## config.mk

```make
export PLATFORM = sky130hd
export DESIGN_NAME = seg_capture
export DESIGN_NICKNAME = d
export VERILOG_FILES = /design/src/rtl/seg_capture.sv
export SDC_FILE = /design/constraint.sdc
export NUM_CORES = 1
export LEC_CHECK = 0
export ABC_AREA = 1
export BUFFER_PORTS_ARGS = -buffer_cell sky130_fd_sc_hd__clkbuf_2
export CAP_MARGIN = 20
export CORE_AREA = 5 5 154 156
export DETAILED_ROUTE_END_ITERATION = 10
export DIE_AREA = 0 0 159 161
export SLEW_MARGIN = 15
export SYNTH_ARGS = -nofsm -noshare
export SYNTH_HDL_FRONTEND = slang
export SYNTH_SLANG_ARGS = --single-unit
```

## constraint.sdc

```tcl
create_clock -name sys_clk -period 5.2 [get_ports sys_clk]
set_clock_uncertainty 0.1 [all_clocks]
set_input_delay 0.52 -clock sys_clk [delete_from_list [all_inputs] [get_ports sys_clk]]
set_output_delay 0.52 -clock sys_clk [all_outputs]
set_load 0.01 [all_outputs]
```

## src/rtl/seg_capture.sv

```systemverilog
// seg_capture
//   Receiving end of a multiplexed four-digit seven-segment display. It
//   watches the digit selects and segment lines, rebuilds the 16-bit hex
//   value being shown, and publishes that value once the same error-free
//   frame has been seen STABLE_FRAMES times in a row.
//
// Parameters
//   SETTLE        cycles a one-hot select must hold before sampling (2..65535)
//   STABLE_FRAMES identical clean frames needed before publishing (1..15)
//
// Ports
//   sys_clk   in   1  system clock, rising edge
//   rst       in   1  synchronous active-high reset
//   scathod   in   4  digit selects, active-low, bit n -> digit[4n+3:4n]
//   ssegment  in   7  segments, active-low, bit 0 = a .. bit 6 = g
//   digit     out 16  last published value
//   valid     out  1  one-cycle pulse when digit is written
//   seg_err   out  1  one-cycle pulse on an undecodable sampled pattern
module seg_capture #(
  parameter int SETTLE        = 16,
  parameter int STABLE_FRAMES = 2
) (
  input  logic        sys_clk,
  input  logic        rst,
  input  logic [3:0]  scathod,
  input  logic [6:0]  ssegment,
  output logic [15:0] digit,
  output logic        valid,
  output logic        seg_err
);

  localparam logic [15:0] SETTLE_LAST = 16'(SETTLE - 1);
  localparam logic [3:0]  STABLE_CNT  = 4'(STABLE_FRAMES);

  logic [3:0]  sc_q;
  logic [3:0]  sc_prev;
  logic [6:0]  sg_q;
  logic [15:0] settle_cnt;

  logic [15:0] frame_buf;
  logic [3:0]  frame_mask;
  logic        frame_err;
  logic [15:0] cand;
  logic [3:0]  match_cnt;
  logic        published;

  logic        sel_onehot;
  logic [1:0]  sel_idx;
  logic        settle_clear;
  logic        sample;
  logic        dec_ok;
  logic [3:0]  dec_nib;
  logic [15:0] buf_next;
  logic [3:0]  mask_next;
  logic        err_next;
  logic        complete;
  logic [3:0]  match_upd;
  logic [15:0] cand_upd;
  logic        publish;

  // Select qualification: blanking (all ones) and multi-digit selects are
  // simply not one-hot-low, so they hold the settle counter at zero.
  always_comb begin
    sel_onehot   = $onehot(~sc_q);
    sel_idx      = 2'd0;
    case (sc_q)
      4'b1110: sel_idx = 2'd0;
      4'b1101: sel_idx = 2'd1;
      4'b1011: sel_idx = 2'd2;
      4'b0111: sel_idx = 2'd3;
      default: sel_idx = 2'd0;
    endcase
    settle_clear = (sc_q != sc_prev) || !sel_onehot;
    // The counter keeps counting past SETTLE-1, so a long dwell samples once.
    sample       = !settle_clear && (settle_cnt == SETTLE_LAST);
  end

  // Segment decode of the active-high gfedcba pattern.
  always_comb begin
    dec_ok  = 1'b1;
    dec_nib = 4'h0;
    case (~sg_q)
      7'h3F: dec_nib = 4'h0;
      7'h06: dec_nib = 4'h1;
      7'h5B: dec_nib = 4'h2;
      7'h4F: dec_nib = 4'h3;
      7'h66: dec_nib = 4'h4;
      7'h6D: dec_nib = 4'h5;
      7'h7D: dec_nib = 4'h6;
      7'h07: dec_nib = 4'h7;
      7'h7F: dec_nib = 4'h8;
      7'h6F: dec_nib = 4'h9;
      7'h77: dec_nib = 4'hA;
      7'h7C: dec_nib = 4'hB;
      7'h39: dec_nib = 4'hC;
      7'h5E: dec_nib = 4'hD;
      7'h79: dec_nib = 4'hE;
      7'h71: dec_nib = 4'hF;
      default: dec_ok = 1'b0;
    endcase
  end

  // Frame assembly and the candidate/match bookkeeping for a completing
  // sample. An errored digit still marks its mask bit so the frame can
  // complete and be thrown away.
  always_comb begin
    buf_next = frame_buf;
    if (dec_ok) buf_next[{sel_idx, 2'b00} +: 4] = dec_nib;
    mask_next = frame_mask | (4'b0001 << sel_idx);
    err_next  = frame_err | !dec_ok;
    complete  = sample && (mask_next == 4'hF);

    match_upd = match_cnt;
    cand_upd  = cand;
    if (err_next) begin
      match_upd = 4'd0;
    end else if (buf_next == cand) begin
      match_upd = (match_cnt == 4'hF) ? 4'hF : match_cnt + 4'd1;
    end else begin
      cand_upd  = buf_next;
      match_upd = 4'd1;
    end

    publish = complete && !err_next && (match_upd == STABLE_CNT) &&
              ((cand_upd != digit) || !published);
  end

  always_ff @(posedge sys_clk) begin
    if (rst) begin
      sc_q       <= 4'h0;
      sc_prev    <= 4'h0;
      sg_q       <= 7'h00;
      settle_cnt <= 16'd0;
      frame_buf  <= 16'h0000;
      frame_mask <= 4'h0;
      frame_err  <= 1'b0;
      cand       <= 16'h0000;
      match_cnt  <= 4'd0;
      published  <= 1'b0;
      digit      <= 16'h0000;
      valid      <= 1'b0;
      seg_err    <= 1'b0;
    end else begin
      sc_q    <= scathod;
      sg_q    <= ssegment;
      sc_prev <= sc_q;

      if (settle_clear)             settle_cnt <= 16'd0;
      else if (settle_cnt != 16'hFFFF) settle_cnt <= settle_cnt + 16'd1;

      valid   <= publish;
      seg_err <= sample && !dec_ok;

      if (sample) begin
        if (complete) begin
          frame_buf  <= 16'h0000;
          frame_mask <= 4'h0;
          frame_err  <= 1'b0;
          match_cnt  <= match_upd;
          cand       <= cand_upd;
          if (publish) begin
            digit     <= cand_upd;
            published <= 1'b1;
          end
        end else begin
          frame_buf  <= buf_next;
          frame_mask <= mask_next;
          frame_err  <= err_next;
        end
      end
    end
  end

endmodule

```

==> flow_summary_export.csv <==
group,metric,value,unit
clock_tree,clk_path_buf_depth,2,
detailed_routing,dr.pass1.iters,5,
placed_design,dp_hpwl,10040,um
floorplan,die_area,0.02560,mm^2
synth,synthCells,841,
power_and_ir_drop,intPower,1.248,mW
sta,tightest_slew,0.7257,ns
final_layout,antenna_cells,0,
sta,min_period,4.195,ns
detailed_routing,drt_wl_total,13490,um
sta,drv_slew,0,
clock_tree,clkTransAtPathRegs,0.07,ns
clock_tree,cts_setup_buffers,0,
critical_path,critPathArrivalTime,4.38,ns
critical_path,critPathMaxStageDelay,0.49,ns
sta,setup_viol,0,
floorplan,io_pins,31,
sta,clock.fmax,238.4,MHz
clock_tree,cts_root_buf,"clkbuf_16",
floorplan,floorplan.rows,55,
clock_tree,cts_made_buffers,9,
critical_path,cp_cell_sequence,"ha_1, inv_1, o21ai_2, inv_1, ha_1, nor3_1, nand2_1, o21ai_0, o21ai_1, nand2_1, o21ai_0, nor2_1, nand2_1, nor2_1, nand3_2, nand3_1, nand2_1, nor2_1",
detailed_routing,drcViolationCount,0,
power_and_ir_drop,clock_power_share,45.7,%
status,status,"complete, no violations",
floorplan,core,0.02223,mm^2
final_layout,final_area,0.006180,mm^2
detailed_routing,drt-wirelength-per-cell,11.66,um
synth,seq_area_frac_synth,33.68,%
grt,antenna_found_initial,0,
synth,synth_top_cell_by_area,"dfxtp_1",
grt,grt-ovfl-total,0,
synth,synthTopCellsByArea,"dfxtp_1 (34%), nand2_1 (17%), nor2_1 (7.8%)",
detailed_routing,initialDrtViolationCount,241,
power_and_ir_drop,p_sw_share,25.69,%
synth,syn-num-nets,869,
synth,netlist_area,0.005409,mm^2
placed_design,gp_congestion,0.8259,
clock_tree,ctsHoldBuffers,0,
detailed_routing,ant_nets,0,
critical_path,crit_path_end_kind,"flip-flop",
grt,grt_pass1_wl,22380,um
power_and_ir_drop,switching_power,0.4315,mW
power_and_ir_drop,p_per_area,271.8,mW/mm^2
final_layout,fillCellCount,2422,
floorplan,die_h,161,um
sta,setup_slack,1.005,ns
sta,hold_violations,0,
synth,ys.flop_type,"dfxtp_1",
clock_tree,cts_resized,0,
grt,grt_start_max_net_pins,37,
grt,grt_usage,10.51,%
power_and_ir_drop,leakage,2.882,nW
placed_design,dp_slack,1.057,ns
synth,yosys.area.top_type_share,33.68,%
critical_path,critPathRequiredTime,5.39,ns
critical_path,start_kind,"flip-flop",
critical_path,crit_path_top_delay_cell,"nand3_2",
sta,slew_headroom,51.57,%
critical_path,crit_fanout,33,
placed_design,dpl-instance-area,0.005837,mm^2
final_layout,drive_gt1_share,11.58,%
detailed_routing,via_per_inst,4.439,
critical_path,crit_top_cell,"nand2_1",
clock_tree,clock_sinks,91,
synth,synth_commonest_cells,"nand2_1 (247), nor2_1 (112), inv_1 (105), dfxtp_1 (91), nand3_1 (68)",
clock_tree,cts_tree,"built",
floorplan,die_w,159,um
synth,yosys_register_bits,91,
power_and_ir_drop,peakVddDrop,0.1486,mV
final_layout,area_growth,14.25,%
synth,synthArstFlopShare,0,%
job,max_cap_viol_count,0,
placed_design,io_buffers,30,
final_layout,instances_no_fill,1157,
sta,fin_tns_setup,0,ns
power_and_ir_drop,seq_power_share,42.2,%
detailed_routing,vias,5136,
power_and_ir_drop,power_frac_comb,12.1,%
synth,synth_warnings,0,
sta,period_share,80.67,%
critical_path,crit_type,"reg2reg",
sta,rsz0062_at_grt,"no",
synth,synth_edf_count,0,
clock_tree,htreeDepth,3,
final_layout,fin_nets,895,
grt,first_global_vias,4720,
synth,synth.most_common_cell,"nand2_1",
placed_design,place_inst,1141,
floorplan,start_util,24.33,%
clock_tree,clk_latency,0.35,ns
synth,synth_cell_types,40,
synth,syn_avg_cell_area,6.432,um^2
hold_path,min_path_type,"in2reg",
-- layout by cell type, fill, tap and decap left out, types with 10 or more instances in the layout --
| cell | instances |
|---|---|
| dfxtp_1 | 91 |
| o22ai_1 | 16 |
| xnor2_1 | 10 |
| clkbuf_2 | 30 |
| a21oi_1 | 48 |
| o21ai_2 | 12 |
| ha_1 | 14 |
| nand2_1 | 247 |
| nor2_1 | 112 |
| inv_1 | 105 |
| nand3_1 | 68 |
| o21ai_0 | 20 |
| nand2_2 | 14 |
-- critical path, delay by kind of cell (launching register included) --
kind                     cells  cell delay, ns
AND/OR/NAND/NOR             10            1.80
AO/OA/AOI/OAI                4            0.89
adder cells (fa/ha/maj)      2            0.62
flip-flops                   1            0.45
buffers and inverters        2            0.26
-- routing by layer --
metal	global-route usage, %	part of all wire (%)
met1	13.45	48
met5	0	0
met2	17.04	45
met4	4.692	3.0
met3	2.297	3.6
-- power by group through the flow --
stage | Sequential (mW) | Combinational (mW) | Clock, mW
2_1_floorplan | 0.724 | 0.158 | 0
3_3_place_gp | 0.725 | 0.203 | 0
3_5_place_dp | 0.725 | 0.203 | 0
4_1_cts | 0.709 | 0.204 | 0.784
5_1_grt | 0.710 | 0.227 | 0.811
6_report | 0.709 | 0.203 | 0.767
-- flip-flops by register name, summed over array words and instances, names as in the netlist --
signal      count
published       1
seg_err         1
settle_cnt     16
digit          16
frame_mask      4
valid           1
sc_prev         4
match_cnt       4
sg_q            7
frame_buf      16
sc_q            4
cand           16
frame_err       1
-- cell families after synthesis --
| group | Yosys count | synth area share [%] |
|---|---|---|
| simple gates | 483 | 39.12 |
| buf+inv | 132 | 9.970 |
| xor+xnor | 16 | 2.591 |
| compound gates | 104 | 11.03 |
| flops | 91 | 33.68 |
| fa+ha+maj | 15 | 3.609 |
-- metrics by stage --
stage	power, mW	hold slack, ns	util (%)
floorplan	0.8813	0.3304	-
global placement	0.9278	0.3398	26.26
detailed placement	0.9279	0.3439	26.26
CTS	1.698	0.2474	27.80
global route	1.748	0.2577	27.80
finish	1.680	0.2552	27.80
-- worst paths after layout --
check             slack [ns]            end          start  cells after the start
setup reg to reg        1.01       digit[4]        sc_q[0]                     18
hold reg to reg         0.35  frame_mask[0]  frame_mask[0]                      2
hold / removal          0.26        sg_q[3]    ssegment[3]                      3
setup / recovery        1.01       digit[4]        sc_q[0]                     18
-- area by class of cell --
cell class,instances,area (um^2),share of cell area (%)
multi-input combinational,618,3048,49.32
sequential,91,1822,29.48
inverter,112,422.9,6.843
tap,285,356.6,5.770
clock buffer,11,242.7,3.928
timing repair buffer,35,187.7,3.037
clock inverter,5,100.1,1.620
(Power assumes the default switching activity.)
